<file path="src/rtl/pipe_issue_scheduler_if.sv">
// Request, unit and response signals of the shared-unit issue scheduler.
// slave: the scheduler; master: requesters, the arithmetic unit and the consumer.
interface pipe_issue_scheduler_if #(
   parameter int unsigned NUM_REQ    = 4,
   parameter int unsigned DATA_WIDTH = 32
) ();
   localparam int unsigned ID_W = $clog2(NUM_REQ);

   logic [NUM_REQ-1:0]            req_valid;
   logic [NUM_REQ*DATA_WIDTH-1:0] req_data;
   logic [NUM_REQ-1:0]            req_ready;
   logic                          unit_issue;
   logic [DATA_WIDTH-1:0]         unit_operand;
   logic [DATA_WIDTH-1:0]         unit_result;
   logic                          rsp_valid;
   logic [DATA_WIDTH-1:0]         rsp_data;
   logic [ID_W-1:0]               rsp_id;
   logic                          rsp_ready;

   modport master (
      output req_valid, req_data, unit_result, rsp_ready,
      input  req_ready, unit_issue, unit_operand, rsp_valid, rsp_data, rsp_id
   );

   modport slave (
      input  req_valid, req_data, unit_result, rsp_ready,
      output req_ready, unit_issue, unit_operand, rsp_valid, rsp_data, rsp_id
   );
endinterface

</file>
<file path="src/rtl/pipe_issue_scheduler.sv">
// Round-robin issue into a fixed-latency pipelined unit with credit-protected result FIFO.
// Optional SCHED_STALL_CNT_EN adds a saturating stall_count output.
module pipe_issue_scheduler #(
   parameter int unsigned NUM_REQ    = 4,
   parameter int unsigned DATA_WIDTH = 32,
   parameter int unsigned LATENCY    = 3,
   parameter int unsigned OUT_DEPTH  = 8
) (
   input  logic clk,
   input  logic reset,
`ifdef SCHED_STALL_CNT_EN
   output logic [15:0] stall_count,
`endif
   pipe_issue_scheduler_if.slave bus
);
   localparam int unsigned ID_W  = $clog2(NUM_REQ);
   localparam int unsigned CNT_W = $clog2(OUT_DEPTH + 1);
   localparam int unsigned PTR_W = $clog2(OUT_DEPTH);

   logic [ID_W-1:0]       rr_ptr_q, rr_ptr_d, gnt_id;
   logic                  gnt_any, credit_ok, issue, wr_en, pop;
   logic [CNT_W-1:0]      in_flight_q, in_flight_d, fifo_count_q, fifo_count_d;
   logic [CNT_W:0]        credit_sum;
   logic [DATA_WIDTH-1:0] operand_q;
   logic [DATA_WIDTH-1:0] req_op [NUM_REQ];
   logic [LATENCY-1:0]    dl_valid_q;
   logic [ID_W-1:0]       dl_id_q [LATENCY];
   logic [DATA_WIDTH-1:0] mem_data_q [OUT_DEPTH];
   logic [ID_W-1:0]       mem_id_q [OUT_DEPTH];
   logic [PTR_W-1:0]      wr_ptr_q, rd_ptr_q;

   // Registered counts only: a pop frees credit one cycle later.
   assign credit_sum = {1'b0, in_flight_q} + {1'b0, fifo_count_q};
   assign credit_ok  = credit_sum < (CNT_W + 1)'(OUT_DEPTH);

   always_comb begin
      for (int i = 0; i < NUM_REQ; i++) begin
         req_op[i] = bus.req_data[i*DATA_WIDTH +: DATA_WIDTH];
      end
   end

   always_comb begin
      logic [ID_W:0]   sum;
      logic [ID_W-1:0] cand;
      gnt_any = 1'b0;
      gnt_id  = '0;
      sum     = '0;
      cand    = '0;
      for (int k = 0; k < NUM_REQ; k++) begin
         sum = {1'b0, rr_ptr_q} + (ID_W + 1)'(k);
         if (sum >= (ID_W + 1)'(NUM_REQ)) begin
            sum = sum - (ID_W + 1)'(NUM_REQ);
         end
         cand = sum[ID_W-1:0];
         if (!gnt_any && bus.req_valid[cand]) begin
            gnt_any = 1'b1;
            gnt_id  = cand;
         end
      end
   end

   assign issue            = gnt_any && credit_ok && !reset;
   assign bus.req_ready    = issue ? (NUM_REQ'(1) << gnt_id) : '0;
   assign bus.unit_issue   = issue;
   assign bus.unit_operand = issue ? req_op[gnt_id] : operand_q;

   assign wr_en         = dl_valid_q[LATENCY-1];
   assign bus.rsp_valid = (fifo_count_q != '0);
   assign pop           = bus.rsp_valid && bus.rsp_ready;
   assign bus.rsp_data  = bus.rsp_valid ? mem_data_q[rd_ptr_q] : '0;
   assign bus.rsp_id    = bus.rsp_valid ? mem_id_q[rd_ptr_q] : '0;

   always_comb begin
      rr_ptr_d     = rr_ptr_q;
      in_flight_d  = in_flight_q;
      fifo_count_d = fifo_count_q;
      if (issue) begin
         rr_ptr_d = (gnt_id == ID_W'(NUM_REQ - 1)) ? '0 : gnt_id + ID_W'(1);
      end
      if (issue && !wr_en) begin
         in_flight_d = in_flight_q + CNT_W'(1);
      end else if (!issue && wr_en) begin
         in_flight_d = in_flight_q - CNT_W'(1);
      end
      if (wr_en && !pop) begin
         fifo_count_d = fifo_count_q + CNT_W'(1);
      end else if (!wr_en && pop) begin
         fifo_count_d = fifo_count_q - CNT_W'(1);
      end
   end

   always_ff @(posedge clk or posedge reset) begin
      if (reset) begin
         rr_ptr_q     <= '0;
         in_flight_q  <= '0;
         fifo_count_q <= '0;
         wr_ptr_q     <= '0;
         rd_ptr_q     <= '0;
         operand_q    <= '0;
         dl_valid_q   <= '0;
         for (int i = 0; i < LATENCY; i++) begin
            dl_id_q[i] <= '0;
         end
      end else begin
         rr_ptr_q     <= rr_ptr_d;
         in_flight_q  <= in_flight_d;
         fifo_count_q <= fifo_count_d;
         if (issue) begin
            operand_q <= req_op[gnt_id];
         end
         if (wr_en) begin
            wr_ptr_q <= wr_ptr_q + PTR_W'(1);
         end
         if (pop) begin
            rd_ptr_q <= rd_ptr_q + PTR_W'(1);
         end
         // Stage LATENCY-1 lines up with unit_result for the same operation.
         dl_valid_q[0] <= issue;
         dl_id_q[0]    <= gnt_id;
         for (int i = 1; i < LATENCY; i++) begin
            dl_valid_q[i] <= dl_valid_q[i-1];
            dl_id_q[i]    <= dl_id_q[i-1];
         end
      end
   end

   always_ff @(posedge clk) begin
      if (wr_en) begin
         mem_data_q[wr_ptr_q] <= bus.unit_result;
         mem_id_q[wr_ptr_q]   <= dl_id_q[LATENCY-1];
      end
   end

`ifdef SCHED_STALL_CNT_EN
   logic [15:0] stall_q;

   always_ff @(posedge clk or posedge reset) begin
      if (reset) begin
         stall_q <= '0;
      end else if (|bus.req_valid && !credit_ok && stall_q != 16'hFFFF) begin
         stall_q <= stall_q + 16'd1;
      end
   end

   assign stall_count = stall_q;
`endif

`ifndef SYNTHESIS
   always @(posedge clk) begin
      if (!reset && wr_en) begin
         assert (fifo_count_q < CNT_W'(OUT_DEPTH))
         else $error("pipe_issue_scheduler: write into full output fifo");
      end
   end
`endif
endmodule

</file>
<file path="src/flat_wrapper.sv">
// flat-port wrapper written by rule: the top's interface ports become plain ports
module pipe_issue_scheduler_flat 
#(
   parameter int unsigned NUM_REQ    = 4,
   parameter int unsigned DATA_WIDTH = 32,
   parameter int unsigned LATENCY    = 3,
   parameter int unsigned OUT_DEPTH  = 8
)
  (clk, reset, bus_req_valid, bus_req_data, bus_unit_result, bus_rsp_ready, bus_req_ready, bus_unit_issue, bus_unit_operand, bus_rsp_valid, bus_rsp_data, bus_rsp_id);
  pipe_issue_scheduler_if #(.NUM_REQ(NUM_REQ), .DATA_WIDTH(DATA_WIDTH)) bus_i ();
  input  logic clk;
  input  logic reset;
  input wire logic [$bits(bus_i.req_valid)-1:0] bus_req_valid;
  input wire logic [$bits(bus_i.req_data)-1:0] bus_req_data;
  input wire logic [$bits(bus_i.unit_result)-1:0] bus_unit_result;
  input wire logic [$bits(bus_i.rsp_ready)-1:0] bus_rsp_ready;
  output wire logic [$bits(bus_i.req_ready)-1:0] bus_req_ready;
  output wire logic [$bits(bus_i.unit_issue)-1:0] bus_unit_issue;
  output wire logic [$bits(bus_i.unit_operand)-1:0] bus_unit_operand;
  output wire logic [$bits(bus_i.rsp_valid)-1:0] bus_rsp_valid;
  output wire logic [$bits(bus_i.rsp_data)-1:0] bus_rsp_data;
  output wire logic [$bits(bus_i.rsp_id)-1:0] bus_rsp_id;
  assign bus_i.req_valid = bus_req_valid;
  assign bus_i.req_data = bus_req_data;
  assign bus_i.unit_result = bus_unit_result;
  assign bus_i.rsp_ready = bus_rsp_ready;
  assign bus_req_ready = bus_i.req_ready;
  assign bus_unit_issue = bus_i.unit_issue;
  assign bus_unit_operand = bus_i.unit_operand;
  assign bus_rsp_valid = bus_i.rsp_valid;
  assign bus_rsp_data = bus_i.rsp_data;
  assign bus_rsp_id = bus_i.rsp_id;
  pipe_issue_scheduler #(.NUM_REQ(NUM_REQ), .DATA_WIDTH(DATA_WIDTH), .LATENCY(LATENCY), .OUT_DEPTH(OUT_DEPTH)) u_core (.clk(clk), .reset(reset), .bus(bus_i));
endmodule
</file>
<file path="config.mk">
export PLATFORM = sky130hd
export DESIGN_NAME = pipe_issue_scheduler_flat
export DESIGN_NICKNAME = d
export VERILOG_FILES = /design/src/rtl/pipe_issue_scheduler_if.sv /design/src/rtl/pipe_issue_scheduler.sv /design/src/flat_wrapper.sv
export SDC_FILE = /design/constraint.sdc
export NUM_CORES = 1
export LEC_CHECK = 0
export CORE_MARGIN = 2
export CORE_UTILIZATION = 43
export CTS_CLUSTER_DIAMETER = 200
export DETAILED_ROUTE_END_ITERATION = 10
export GPL_ROUTABILITY_DRIVEN = 0
export PLACE_DENSITY = 0.77
export REMOVE_ABC_BUFFERS = 1
export SLEW_MARGIN = 20
export SYNTH_ARGS = -nofsm -noshare
export SYNTH_HDL_FRONTEND = slang
export SYNTH_SLANG_ARGS = --single-unit
</file>
<file path="constraint.sdc">
create_clock -name clk -period 10.9 [get_ports clk]
set_clock_uncertainty 0.05 [all_clocks]
set_input_delay 1.635 -clock clk [delete_from_list [all_inputs] [get_ports clk]]
set_output_delay 1.635 -clock clk [all_outputs]
set_load 0.03 [all_outputs]
</file>
==> reports/metrics.cfg <==
[outcome]
status = finished clean

[worst_setup_path]
endpoint_kind = output pin
start_kind = input pin
rr_startpoint = u_core.fifo_count_q[1]
r2r_slack_ns = 7.23
worst-endpoint-required_ns = 9.22
criticalPathCategory = input pin to output pin
crit_chain = clkdlybuf4s50_1 -> nor4_2 -> nand3_2 -> inv_2 -> nand2_2 -> o221ai_1 -> clkdlybuf4s50_1
cpMostUsedCell = clkdlybuf4s50_1
critPathMaxStageDelay_ns = 0.74
r2r_cells = 13
startpoint = reset
rr_endpoint = u_core.in_flight_q[3]
cp.arrival_ns = 5.10
crit_path_max_fanout = 37
critPathSlowestCell = clkdlybuf4s50_1

[global_route]
grt_pass1_wl_mm = 48.0
antenna_found_initial = 2
gr-total-overflow = 0
grt_pass1_vias = 8110
grt_use_total_pct = 19.3
grt_start_max_net_pins = 63

[detailed_routing]
viasPerCell = 5.46
ant_nets = 0
drtPass1Iterations = 4
wirelength_mm = 32.1
routedWlPerCell_um = 22.7
via_count = 7693
drc = 0
drt_iter0_drc = 581

[synth]
synthCells = 730
synthArstFlopShare_pct = 17.3
yosysSeqAreaShare_pct = 70.5
synth_area_leaders = edfxtp_1, mux4_2, dfrtp_1, mux2i_1, o221ai_1
ys.flop_type = edfxtp_1
yosys_warnings = 0
synth_cell_types = 37
synth_top_area_share_pct = 60.0
yosys-top-cells-count = edfxtp_1, mux2i_1, mux4_2
synth_most_common_cell = edfxtp_1
synth_edf_count = 272
netlist.top_cell.by_area = edfxtp_1
ys_ff_latch = 329
syn_avg_cell_area_um2 = 18.6
synth_area_um2 = 13600

[worst_hold_path]
min_from = u_core.dl_id_q[4]
hold_path_depth = 0
hold_path_class = register to register
holdPathEnd = u_core.dl_id_q[2]

[die]
initial_core_util_pct = 43.4
die_x_um = 182
dieArea_um2 = 33100
ios = 239
dieHeight_um = 182
core_um2 = 31400
row_count = 65

[timing]
fin_tns_setup_ns = 0
rsz0062_at_grt = false
setup_viol = 0
slew_headroom_pct = 33.7
finalCritPeriodShare_pct = 62.2
drv_slew = 0
fmax_mhz = 147
hold_viol = 0
fin_crit_ns = 6.78
worst_pin_slew_ns = 0.995

[power]
p_leak_nw = 6.16
internal-power_w = 0.00215
finalPower_w = 0.00267
clkPwrFrac_pct = 44.5
switchingPower_w = 0.000519
sw_frac_of_total_pct = 19.5
cellPowerDensity_nw_per_um2 = 152
ir_drop_uv = 112
seq_power_share_pct = 51.2
comb_power_share_pct = 4.4

[clock_tree]
cts_buffer_depth = 3
cts_root_buffer = clkbuf_16
cts_made_buffers = 36
htreeDepth = 2
hold_buffers = 0
clk_latency_ns = 0.50
cts.sinks = 329
tritoncts = built
clkSlewWorstSetupHoldPaths_ns = 0.06
post_cts_buffers = 0
post_cts.resized_instances = 0

[placed_design]
dp.cells = 1344
dp_hpwl_mm = 20.4
port_buffers = 238

[final_layout]
syn2layout_area_growth_pct = 29.2
instances_no_fill = 1410
fillers = 2372
drive_gt1_share_pct = 15.8
final_nets = 1164

[run]
drv_cap = 0

worst max path at each step:
stage                            to  slack (ns)  cells after the start
3_3_place_gp    bus_unit_operand[3]        3.77                      7
5_1_grt        bus_unit_operand[23]        3.82                      7
6_report       bus_unit_operand[23]        4.12                      7
2_1_floorplan   bus_unit_operand[0]        4.48                      5
4_1_cts        bus_unit_operand[23]        4.09                      7
3_5_place_dp   bus_unit_operand[23]        4.11                      7
stage by stage:
step	worst slack [ns]	area (um^2)	hold slack [ns]	util [%]
2_1_floorplan	4.48	13300	0.281	-
3_3_place_gp	3.77	16400	0.283	52.3
3_5_place_dp	4.11	16400	0.285	52.3
4_1_cts	4.09	17600	0.296	56.0
5_1_grt	3.82	17600	0.301	56.0
6_report	4.12	17600	0.286	56.0
state kept, by name, summed over array words and instances (netlist names):
signal / flops
u_core.rd_ptr_q: 3
u_core.mem_id_q: 16
u_core.operand_q: 32
u_core.fifo_count_q: 4
u_core.dl_valid_q: 3
u_core.dl_id_q: 6
u_core.in_flight_q: 4
u_core.wr_ptr_q: 3
u_core.rr_ptr_q: 2
u_core.mem_data_q: 256
cells by family after synthesis:
kind of cell,Yosys count,synth area share [%]
flops,329,70.5
compound gates,46,2.67
buf+inv,51,2.23
mux,170,18.8
simple gates,105,3.36
xor+xnor,12,0.772
fa+ha+maj,17,1.67
final cells by class:
type / count / area (um^2) / share of cell area [%]
antenna: 2 / 5.00 / 0.0285
clock buffer: 46 / 948 / 5.39
tap: 402 / 503 / 2.86
sequential: 329 / 9600 / 54.6
timing repair buffer: 252 / 2490 / 14.1
inverter: 11 / 41.3 / 0.235
multi-input combinational: 350 / 3790 / 21.5
clock inverter: 18 / 214 / 1.22
critical path: cells and delay by family:
kind                   cells  cell delay (ns)
AOI/OAI and AO/OA          1             0.49
buffers and inverters      3             1.58
and+or+nand+nor            3             1.38
power by group through the flow:
stage          registers (W)  logic (W)  clock network, W
3_3_place_gp         0.00139   0.000117                 0
3_5_place_dp         0.00139   0.000118                 0
6_report             0.00136   0.000116           0.00118
5_1_grt              0.00136   0.000125           0.00126
4_1_cts              0.00136   0.000118           0.00121
2_1_floorplan        0.00139  0.0000322                 0
routing by layer:
| metal | vias up | GRT usage, % | part of all wire (%) | wire length (um) |
|---|---|---|---|---|
| li1 | 3420 | - | - | - |
| met3 | 54 | 4.53 | 6.9 | 2210 |
| met1 | 3904 | 22.9 | 38 | 12100 |
| met4 | 0 | 6.77 | 3.2 | 1010 |
| met5 | - | 0 | 0 | 0 |
| met2 | 315 | 34.7 | 52 | 16800 |
layout by cell type, fill, tap and decap left out, drive strengths merged, types with 3 or more instances in the layout:
cell type,n
dfrtp,57
clkdlybuf4s50,238
edfxtp,272
bufinv,4
mux4,68
clkbuf,46
nand2,42
buf,14
mux2,4
clkinv,10
xnor2,9
xor2,3
o21ai,4
ha,15
nor2,44
mux2i,98
and2,4
nor3,3
nand3,3
a21oi,5
inv,14
nand2b,5
o221ai,32
Note: power is estimated with default switching activity, not from simulation.
